## src/rtl/sprite_engine.sv

```systemverilog
// Multi-sprite renderer: per-sprite box test and ROM addressing (stage 0),
// priority select of the opaque pixel (stage 1), registered RGB out (stage 2).
// Also holds per-frame shadow positions, the animation counter and the
// sticky collision flag.

// One sprite lane: box test and ROM address for the current beam position.
module sprite_lane #(
  parameter int SPR_W  = 64,
  parameter int SPR_H  = 64,
  parameter int ADDR_W = 14,
  parameter int FR_W   = 2
) (
  input  logic [9:0]        pixelx,
  input  logic [9:0]        pixely,
  input  logic [9:0]        sx,
  input  logic [9:0]        sy,
  input  logic              en,
  input  logic              pix_valid,
  input  logic [FR_W-1:0]   frame,
  output logic              in_box,
  output logic [ADDR_W-1:0] rom_addr
);
  logic [10:0] dx, dy;

  // Unsigned offsets; the >= terms stop a negative offset aliasing into the box.
  always_comb begin
    dx       = {1'b0, pixelx} - {1'b0, sx};
    dy       = {1'b0, pixely} - {1'b0, sy};
    in_box   = en & pix_valid & (pixelx >= sx) & (dx < 11'(SPR_W))
                              & (pixely >= sy) & (dy < 11'(SPR_H));
    rom_addr = ADDR_W'(frame) * ADDR_W'(SPR_W * SPR_H)
             + ADDR_W'(dy) * ADDR_W'(SPR_W) + ADDR_W'(dx);
  end
endmodule

module sprite_engine #(
  parameter int N_SPR    = 4,
  parameter int SPR_W    = 64,
  parameter int SPR_H    = 64,
  parameter int N_FRAMES = 4,
  parameter int ANIM_DIV = 8,
  parameter int CI_W     = 3,
  parameter int ADDR_W   = $clog2(N_FRAMES * SPR_W * SPR_H),
  localparam int HID_W   = (N_SPR > 1) ? $clog2(N_SPR) : 1,
  localparam int FR_W    = (N_FRAMES > 1) ? $clog2(N_FRAMES) : 1
) (
  input  logic                     clk,
  input  logic                     rst_n,
  input  logic                     frame_start,
  input  logic                     pix_valid,
  input  logic [9:0]               pixelx,
  input  logic [9:0]               pixely,
  input  logic [N_SPR*10-1:0]      posx,
  input  logic [N_SPR*10-1:0]      posy,
  input  logic [N_SPR-1:0]         enable,
  input  logic                     anim_en,
  output logic [N_SPR*ADDR_W-1:0]  rom_addr,
  input  logic [N_SPR*CI_W-1:0]    rom_data,
  output logic [3:0]               R,
  output logic [3:0]               G,
  output logic [3:0]               B,
  output logic                     visible,
  output logic [HID_W-1:0]         hit_id,
  output logic                     collision,
  output logic [FR_W-1:0]          anim_frame
);
  localparam int DIV_W = (ANIM_DIV > 1) ? $clog2(ANIM_DIV) : 1;
  localparam int CW3   = (CI_W > 3) ? CI_W : 3;

  logic [N_SPR-1:0][9:0] sx_q, sx_d, sy_q, sy_d;
  logic [N_SPR-1:0]      en_q, en_d;
  logic [DIV_W-1:0]      div_q, div_d;
  logic [FR_W-1:0]       frame_q, frame_d;
  logic [N_SPR-1:0]      in_box, in_box_q, opaque;
  logic [HID_W-1:0]      win_id, hid_q, hid_d;
  logic [CI_W-1:0]       win_ci;
  logic [CW3-1:0]        ci_ext;
  logic [2:0]            ci_top;
  logic [11:0]           rgb_q, rgb_d;
  logic                  vis_q, vis_d, multi;
  logic                  coll_q, coll_d, coll_live_q, coll_live_d;

  for (genvar i = 0; i < N_SPR; i++) begin : g_lane
    sprite_lane #(.SPR_W(SPR_W), .SPR_H(SPR_H), .ADDR_W(ADDR_W), .FR_W(FR_W)) u_lane (
      .pixelx    (pixelx),
      .pixely    (pixely),
      .sx        (sx_q[i]),
      .sy        (sy_q[i]),
      .en        (en_q[i]),
      .pix_valid (pix_valid),
      .frame     (frame_q),
      .in_box    (in_box[i]),
      .rom_addr  (rom_addr[i*ADDR_W +: ADDR_W])
    );
  end

  // Frame-rate state: shadow latch and animation divider, both on frame_start.
  always_comb begin
    sx_d    = sx_q;
    sy_d    = sy_q;
    en_d    = en_q;
    div_d   = div_q;
    frame_d = frame_q;
    if (frame_start) begin
      for (int i = 0; i < N_SPR; i++) begin
        sx_d[i] = posx[10*i +: 10];
        sy_d[i] = posy[10*i +: 10];
      end
      en_d = enable;
      if (anim_en) begin
        if (div_q == DIV_W'(ANIM_DIV - 1)) begin
          div_d   = '0;
          frame_d = (frame_q == FR_W'(N_FRAMES - 1)) ? '0 : frame_q + 1'b1;
        end else begin
          div_d = div_q + 1'b1;
        end
      end
    end
  end

  // Stage 1: opaque mask, lowest-index winner and its colour expansion.
  always_comb begin
    opaque = '0;
    win_id = '0;
    win_ci = '0;
    for (int i = N_SPR - 1; i >= 0; i--) begin
      opaque[i] = in_box_q[i] & (rom_data[CI_W*i +: CI_W] != '0);
      if (opaque[i]) begin
        win_id = HID_W'(i);
        win_ci = rom_data[CI_W*i +: CI_W];
      end
    end
    multi  = |(opaque & (opaque - N_SPR'(1)));
    ci_ext = CW3'(win_ci);
    ci_top = ci_ext[CW3-1 -: 3];
    vis_d  = |opaque;
    hid_d  = win_id;
    rgb_d  = {{4{ci_top[2]}}, {4{ci_top[1]}}, {4{ci_top[0]}}};
  end

  // Collision: accumulate overlaps over a frame, publish at frame_start.
  always_comb begin
    coll_d      = coll_q;
    coll_live_d = coll_live_q | multi;
    if (frame_start) begin
      coll_d      = coll_live_q | multi;
      coll_live_d = 1'b0;
    end
  end

  // All state, synchronous active-low reset.
  always_ff @(posedge clk) begin
    if (!rst_n) begin
      sx_q        <= '0;
      sy_q        <= '0;
      en_q        <= '0;
      div_q       <= '0;
      frame_q     <= '0;
      in_box_q    <= '0;
      vis_q       <= 1'b0;
      hid_q       <= '0;
      rgb_q       <= '0;
      coll_q      <= 1'b0;
      coll_live_q <= 1'b0;
    end else begin
      sx_q        <= sx_d;
      sy_q        <= sy_d;
      en_q        <= en_d;
      div_q       <= div_d;
      frame_q     <= frame_d;
      in_box_q    <= in_box;
      vis_q       <= vis_d;
      hid_q       <= hid_d;
      rgb_q       <= rgb_d;
      coll_q      <= coll_d;
      coll_live_q <= coll_live_d;
    end
  end

  assign R          = rgb_q[11:8];
  assign G          = rgb_q[7:4];
  assign B          = rgb_q[3:0];
  assign visible    = vis_q;
  assign hit_id     = hid_q;
  assign collision  = coll_q;
  assign anim_frame = frame_q;
endmodule

```

## config.mk

```make
export PLATFORM = sky130hd
export DESIGN_NAME = sprite_engine
export DESIGN_NICKNAME = d
export VERILOG_FILES = /design/src/rtl/sprite_engine.sv
export SDC_FILE = /design/constraint.sdc
export NUM_CORES = 1
export LEC_CHECK = 0
export CORE_UTILIZATION = 55
export CTS_CLUSTER_DIAMETER = 60
export DETAILED_ROUTE_END_ITERATION = 12
export GPL_ROUTABILITY_DRIVEN = 0
export PLACE_DENSITY = 0.86
export SETUP_SLACK_MARGIN = 0.5
export SLEW_MARGIN = 20
export SYNTH_ARGS = -nofsm -noshare
export SYNTH_HDL_FRONTEND = slang
export SYNTH_SLANG_ARGS = --single-unit
```

## constraint.sdc

```tcl
create_clock -name clk -period 8.7 [get_ports clk]
set_input_delay 1.74 -clock clk [delete_from_list [all_inputs] [get_ports clk]]
set_output_delay 1.74 -clock clk [all_outputs]
set_load 0.01 [all_outputs]
```

==> flow_summary.ini, run 1 <==
[routing]
route.detailed.drc = 0
routed_wl_mm = 23.23
vias = 7842
avgViaCountPerCell = 5.578
ant_nets = 0
drtIter0Drc = 498
dr.pass1.iters = 5
wl_per_cell_um = 16.52

[sta]
finClkSkew_ns = 0.006474
rsz0062_at_grt = no
tightest_slew_ns = 0.9510
hold_viol_final = 0
finalCriticalPeriod_ns = 7.902
period_share = 0.9083
maxSlewViolCount = 0
tns_ns = 0
slew_headroom = 0.3660
finalSetupViolations = 0
fmax_mhz = 126.5

[global_routing]
antenna_found_initial = 0
grt_max_degree = 100
grt_pass1_wl_mm = 36.78
grt_usage = 0.2878
grt_pass1_vias = 7806
overflow = 0

[die]
die_x_um = 127.8
start_util = 0.5685
die_h_um = 127.8
ios = 195
core.rowCount = 45
core-area_um2 = 15310
die_area_um2 = 16340

[logic_synthesis]
netlist.area_leader.share = 0.2322
syn_area_um2 = 8707
ys_seq_area_frac = 0.2322
yosysTopAreaCell = dfxtp_1
synth_edf_count = 0
syn_nets = 1256
ys_ff_latch = 101
ys_top_cells_by_area = dfxtp_1, ha_1, mux2i_1
synthArstFlopShare = 0
synth_ff_type = dfxtp_1
yosys_warnings = 0
avgSynthCellArea_um2 = 8.570
ys_types = 66
syn_inst = 1016

[clock_tree]
cts_setup_buffers = 0
cts_sinks = 101
cts_buffer_depth = 2
clk_latency_ns = 0.36
numCtsBuffers = 9
clk_pin_slew_ns = 0.07
cts_tree = yes
ctsResizeCount = 0
htree_levels = 3
hold_buffers = 0
cts_root_buf = clkbuf_16

[worst_hold_path]
hold_path_class = reg2reg

[cells_and_area]
finalNetCount = 1430
diodes = 0
post-route-util = 0.7252
area_growth_pct = 27.55
drive_above_1_share = 0.02259

[status]
status = complete, no violations

[placed_design]
hpwl_mm = 18.21
place.port_buffers = 194

[setup_path]
crit_path_top_delay_cell = clkdlybuf4s50_1
cp-start-kind = primary input
max_stage_delay_ns = 0.68
end_kind = output port
path_class = in2out
cp.arrival_ns = 6.16
cp_max_fo = 8
worst_ep_required_time_ns = 6.96
path_cells = clkdlybuf4s50_1 -> fa_1 -> a211o_1 -> and2_1 -> o21a_1 -> nor2_1 -> xnor2_1 -> ha_1 -> inv_1 -> fa_1 -> nor2b_1 -> nand2_1 -> mux2_2 -> a21boi_1 -> o21ai_0 -> xnor2_1 -> clkdlybuf4s50_1

[flow_run]
cap_violations = 0

[power]
leakagePower_nw = 4.771
ir_worst_vdd_mv = 0.1605
power_density_nw_per_um2 = 174.6
==> power by group <==
| group | internal [W] | switching [W] | total [W] |
|---|---|---|---|
| Combinational | 0.000496 | 0.000465 | 0.000961 |
| Clock | 0.000290 | 0.000189 | 0.000480 |
| Sequential | 0.000486 | 0.0000130 | 0.000499 |
==> worst max-delay path, delay by kind of cell <==
kind            cells  cell delay, ns
simple gates        4            0.50
xor+xnor            2            0.37
fa+ha+maj           3            1.23
mux                 1            0.29
buf+inv             3            1.30
compound gates      4            0.72
==> path summary, 6_finish.rpt <==
check             startpoint  slack [ns]  cells past startpoint           end
setup / recovery   pixelx[1]        0.80                     17  rom_addr[40]
hold / removal      div_q[2]        0.47                      2      div_q[2]
setup reg to reg     sy_q[0]        5.51                     10   in_box_q[0]
hold reg to reg     div_q[2]        0.47                      2      div_q[2]
==> kinds of logic after synthesis <==
kind of cell	synth area share
compound gates	0.1683
buf+inv	0.06811
simple gates	0.1608
flops	0.2322
mux	0.1095
fa+ha+maj	0.1813
xor+xnor	0.07975
==> cells in the final DEF, fill, tap and decap left out, drive strengths merged, types with 4 or more instances in the layout <==
cell,n
clkdlybuf4s50,192
inv,114
nor2b,108
ha,107
dfxtp,101
mux2i,93
nor2,56
a21oi,48
xnor2,43
o21ai,41
nand2,36
a21o,32
xor2,31
o21a,22
nor3,12
nand2b,12
fa,12
a211oi,11
clkbuf,11
nand3,10
a22oi,8
a31oi,8
o21bai,7
o31a,7
nand4,5
a21boi,5
buf,4
==> through the flow <==
step / area, um^2 / power (W) / setup WS (ns) / instances / hold WS [ns]
2_1_floorplan: 8707 / 0.001057 / 2.135 / 1016 / 0.4472
3_3_place_gp: 10760 / 0.001432 / 0.9345 / 1390 / 0.4557
3_5_place_dp: 10760 / 0.001453 / 0.8256 / 1390 / 0.4660
4_1_cts: 11110 / 0.001939 / 0.8122 / 1406 / 0.4761
5_1_grt: 11110 / 0.002045 / 0.5404 / 1406 / 0.5080
6_report: 11110 / 0.001939 / 0.7979 / 1406 / 0.4687
==> registers in the layout, summed over array words and instances, names as in the netlist <==
register / cells
collision: 1
anim_frame: 2
in_box_q: 4
coll_live_q: 1
sx_q: 40
sy_q: 40
rgb_q: 3
visible: 1
hit_id: 2
div_q: 3
en_q: 4
==> cells in the mapped netlist, drive strengths merged (3+ instances only) <==
| cell | count |
|---|---|
| a21oi | 48 |
| xnor2 | 43 |
| clkbuf | 14 |
| a211oi | 11 |
| a21boi | 5 |
| nor2 | 56 |
| or4 | 3 |
| o211ai | 3 |
| nand2 | 36 |
| nor3 | 12 |
| ha | 107 |
| o31a | 7 |
| nand2b | 12 |
| nand4 | 5 |
| inv | 114 |
| o31ai | 3 |
| nand3 | 10 |
| fa | 12 |
| a31oi | 8 |
| nor4 | 3 |
| a21o | 32 |
| a2111oi | 3 |
| o21bai | 7 |
| o21a | 22 |
| or3 | 3 |
| o21ai | 41 |
| o2111ai | 3 |
| a22oi | 8 |
| xor2 | 31 |
| mux2i | 93 |
| nor2b | 108 |
| buf | 19 |
| dfxtp | 101 |
==> area by class of cell <==
| cell class | instances | area (um^2) |
|---|---|---|
| Clock buffer | 11 | 242.7 |
| Clock inverter | 5 | 107.6 |
| Fill cell | 1211 | 4209 |
| Inverter | 114 | 427.9 |
| Multi-Input combinational cell | 768 | 6092 |
| Sequential cell | 101 | 2022 |
| Tap cell | 211 | 264.0 |
| Timing Repair Buffer | 196 | 1949 |
==> layer usage <==
layer	up-vias	share of wire	track usage
li1	3858	-	-
met1	3634	0.43	0.3384
met2	266	0.48	0.4997
met3	82	0.046	0.04174
met4	2	0.049	0.1668
met5	-	0.00026	0
(Power assumes the default switching activity.)
==> run 2, diff against run 1 <==
--- a/config.mk
+++ b/config.mk
@@ -14,4 +14,5 @@
 export SLEW_MARGIN = 20
 export SYNTH_ARGS = -nofsm -noshare
 export SYNTH_HDL_FRONTEND = slang
+export SYNTH_HIERARCHICAL = 1
 export SYNTH_SLANG_ARGS = --single-unit
==> flow_summary.ini, run 2 <==
[logic_synthesis]
synth_ff_type = dfxtp_1
avgSynthCellArea_um2 = 8.556
syn_area_um2 = 9010
synth_edf_count = 0
ys_seq_area_frac = 0.2244
yosysMostFrequentCell = inv_1
ys_ff_latch = 101
yosysTopAreaCell = dfxtp_1
synthArstFlopShare = 0
syn_nets = 1293
syn_inst = 1053
ys_top_cells_by_count = inv_1, ha_1, dfxtp_1
yosys_warnings = 6
netlist.area_leader.share = 0.2244
ys_top_cells_by_area = dfxtp_1, ha_1, mux2i_1
ys_types = 79

[setup_path]
crit_path_top_delay_cell = clkdlybuf4s50_1
path_class = in2out
path_cells = clkdlybuf4s50_1 -> fa_1 -> a21o_1 -> a21oi_1 -> o21bai_1 -> xor2_1 -> ha_1 -> inv_1 -> fa_1 -> inv_1 -> a21oi_1 -> o21ai_0 -> a21o_1 -> nand2_1 -> xnor2_1 -> clkdlybuf4s50_1
max_stage_delay_ns = 0.70
cp.arrival_ns = 5.89
cp.buffers_inverters = 4
worst_ep_required_time_ns = 6.96
end_kind = output port
cp_max_fo = 8
cp-start-kind = primary input
cp_top_family = buffers and inverters

[routing]
ant_nets = 0
drtIter0Drc = 422
vias = 8061
dr.pass1.iters = 7
wl_per_cell_um = 16.03
routed_wl_mm = 23.17
avgViaCountPerCell = 5.579
route.detailed.drc = 0

[cells_and_area]
fill_cells = 1256
layout_top_registers = sx_q: 40 flops, sy_q: 40 flops
most-common-layout-cells = clkdlybuf4s50_1, inv_1, ha_1
multiInputGateArea_um2 = 6281
fin_cells = 1445
finalNetCount = 1465
final_common_cell = clkdlybuf4s50_1
drive_above_1_share = 0.04231
area_growth_pct = 25.82
fin_area_um2 = 11340
diodes = 0
register_area_um2 = 2022

[clock_tree]
numCtsBuffers = 9
cts_sinks = 101
cts_tree = yes
clk_latency_ns = 0.36
hold_buffers = 0
ctsResizeCount = 0
cts_setup_buffers = 0
clk_pin_slew_ns = 0.06
cts_buffer_depth = 2
cts_root_buf = clkbuf_16
htree_levels = 3

[die]
die_h_um = 130.0
ios = 195
start_util = 0.5651
core.rowCount = 46
die_x_um = 130.0
die_area_um2 = 16900
core-area_um2 = 15940

[power]
power_density_nw_per_um2 = 163.9
totalPowerFinal_w = 0.001858
ir_worst_vdd_mv = 0.2153
leakagePower_nw = 4.862

[sta]
finClkSkew_ns = 0.009565
tightest_slew_ns = 0.8885
hold_ws_ns = 0.4898
rsz0062_at_grt = no
finalCriticalPeriod_ns = 7.628
slew_headroom = 0.4077
hold_viol_final = 0
fmax_mhz = 131.1
maxSlewViolCount = 0
finalSetupViolations = 0
period_share = 0.8768
tns_ns = 0

[placed_design]
place_area_um2 = 11040
placedCellCount = 1430
hpwl_mm = 18.69
place.port_buffers = 194

[global_routing]
grt_pass1_wl_mm = 36.84
overflow = 0
grt_max_degree = 105
grt_usage = 0.2800
antenna_found_initial = 0
grt_pass1_vias = 7943

[worst_hold_path]
hold_path_class = reg2reg

[status]
status = complete, no violations

[flow_run]
cap_violations = 0
## run 2: cell types whose count changed in the layout (fill, tap and decap cells not counted), sizes merged, moves of 8 or more
cell and delta:
a22oi -8, a21oi +12, and2 +9, inv +25, nor2b -17, o21ai -13
## run 2: path summary, 6_finish.rpt
path                   from      endpoint  slack [ns]  depth (start not counted)
setup / recovery  pixelx[1]  rom_addr[26]        1.07                         16
hold / removal     div_q[1]      div_q[1]        0.49                          2
setup reg to reg    sx_q[0]   in_box_q[0]        5.86                         10
hold reg to reg    div_q[1]      div_q[1]        0.49                          2
## run 2: worst min-delay path: stages (launching register included)
cell and delay, ns:
dfxtp_1 0.31, nand2_1 0.05, a21boi_0 0.07
## run 2: area by class of cell
type,instances,share of cell area
clock buffers,10,0.02020
clock inverters,5,0.005519
multi-input cells,778,0.5541
flip-flops and latches,101,0.1784
repair buffers,196,0.1720
inverters,139,0.04603
well taps,216,0.02384
## run 2: per-stage QoR
stage | utilization | worst slack (ns)
finish | 0.7110 | 1.072
global placement | 0.6927 | 1.200
detailed placement | 0.6927 | 1.084
global route | 0.7110 | 0.7659
floorplan | - | 2.556
CTS | 0.7110 | 1.076
## run 2: cells by family after synthesis
family | Yosys count | synth area share
compound gates | 237 | 0.1894
xor+xnor | 71 | 0.06902
fa+ha+maj | 120 | 0.1765
buf+inv | 174 | 0.07846
flops | 101 | 0.2244
mux | 91 | 0.1012
simple gates | 259 | 0.1610
## run 2: power breakdown
| group | internal (W) | switching, W |
|---|---|---|
| Combinational | 0.000490 | 0.000463 |
| Sequential | 0.000486 | 0.0000131 |
| Clock | 0.000223 | 0.000183 |
## run 2: metal layers
layer	vias up	global-route usage	share of wire
met4	0	0.09781	0.023
li1	3999	-	-
met5	-	0	0
met1	3780	0.3417	0.43
met2	237	0.5005	0.50
met3	45	0.04100	0.048
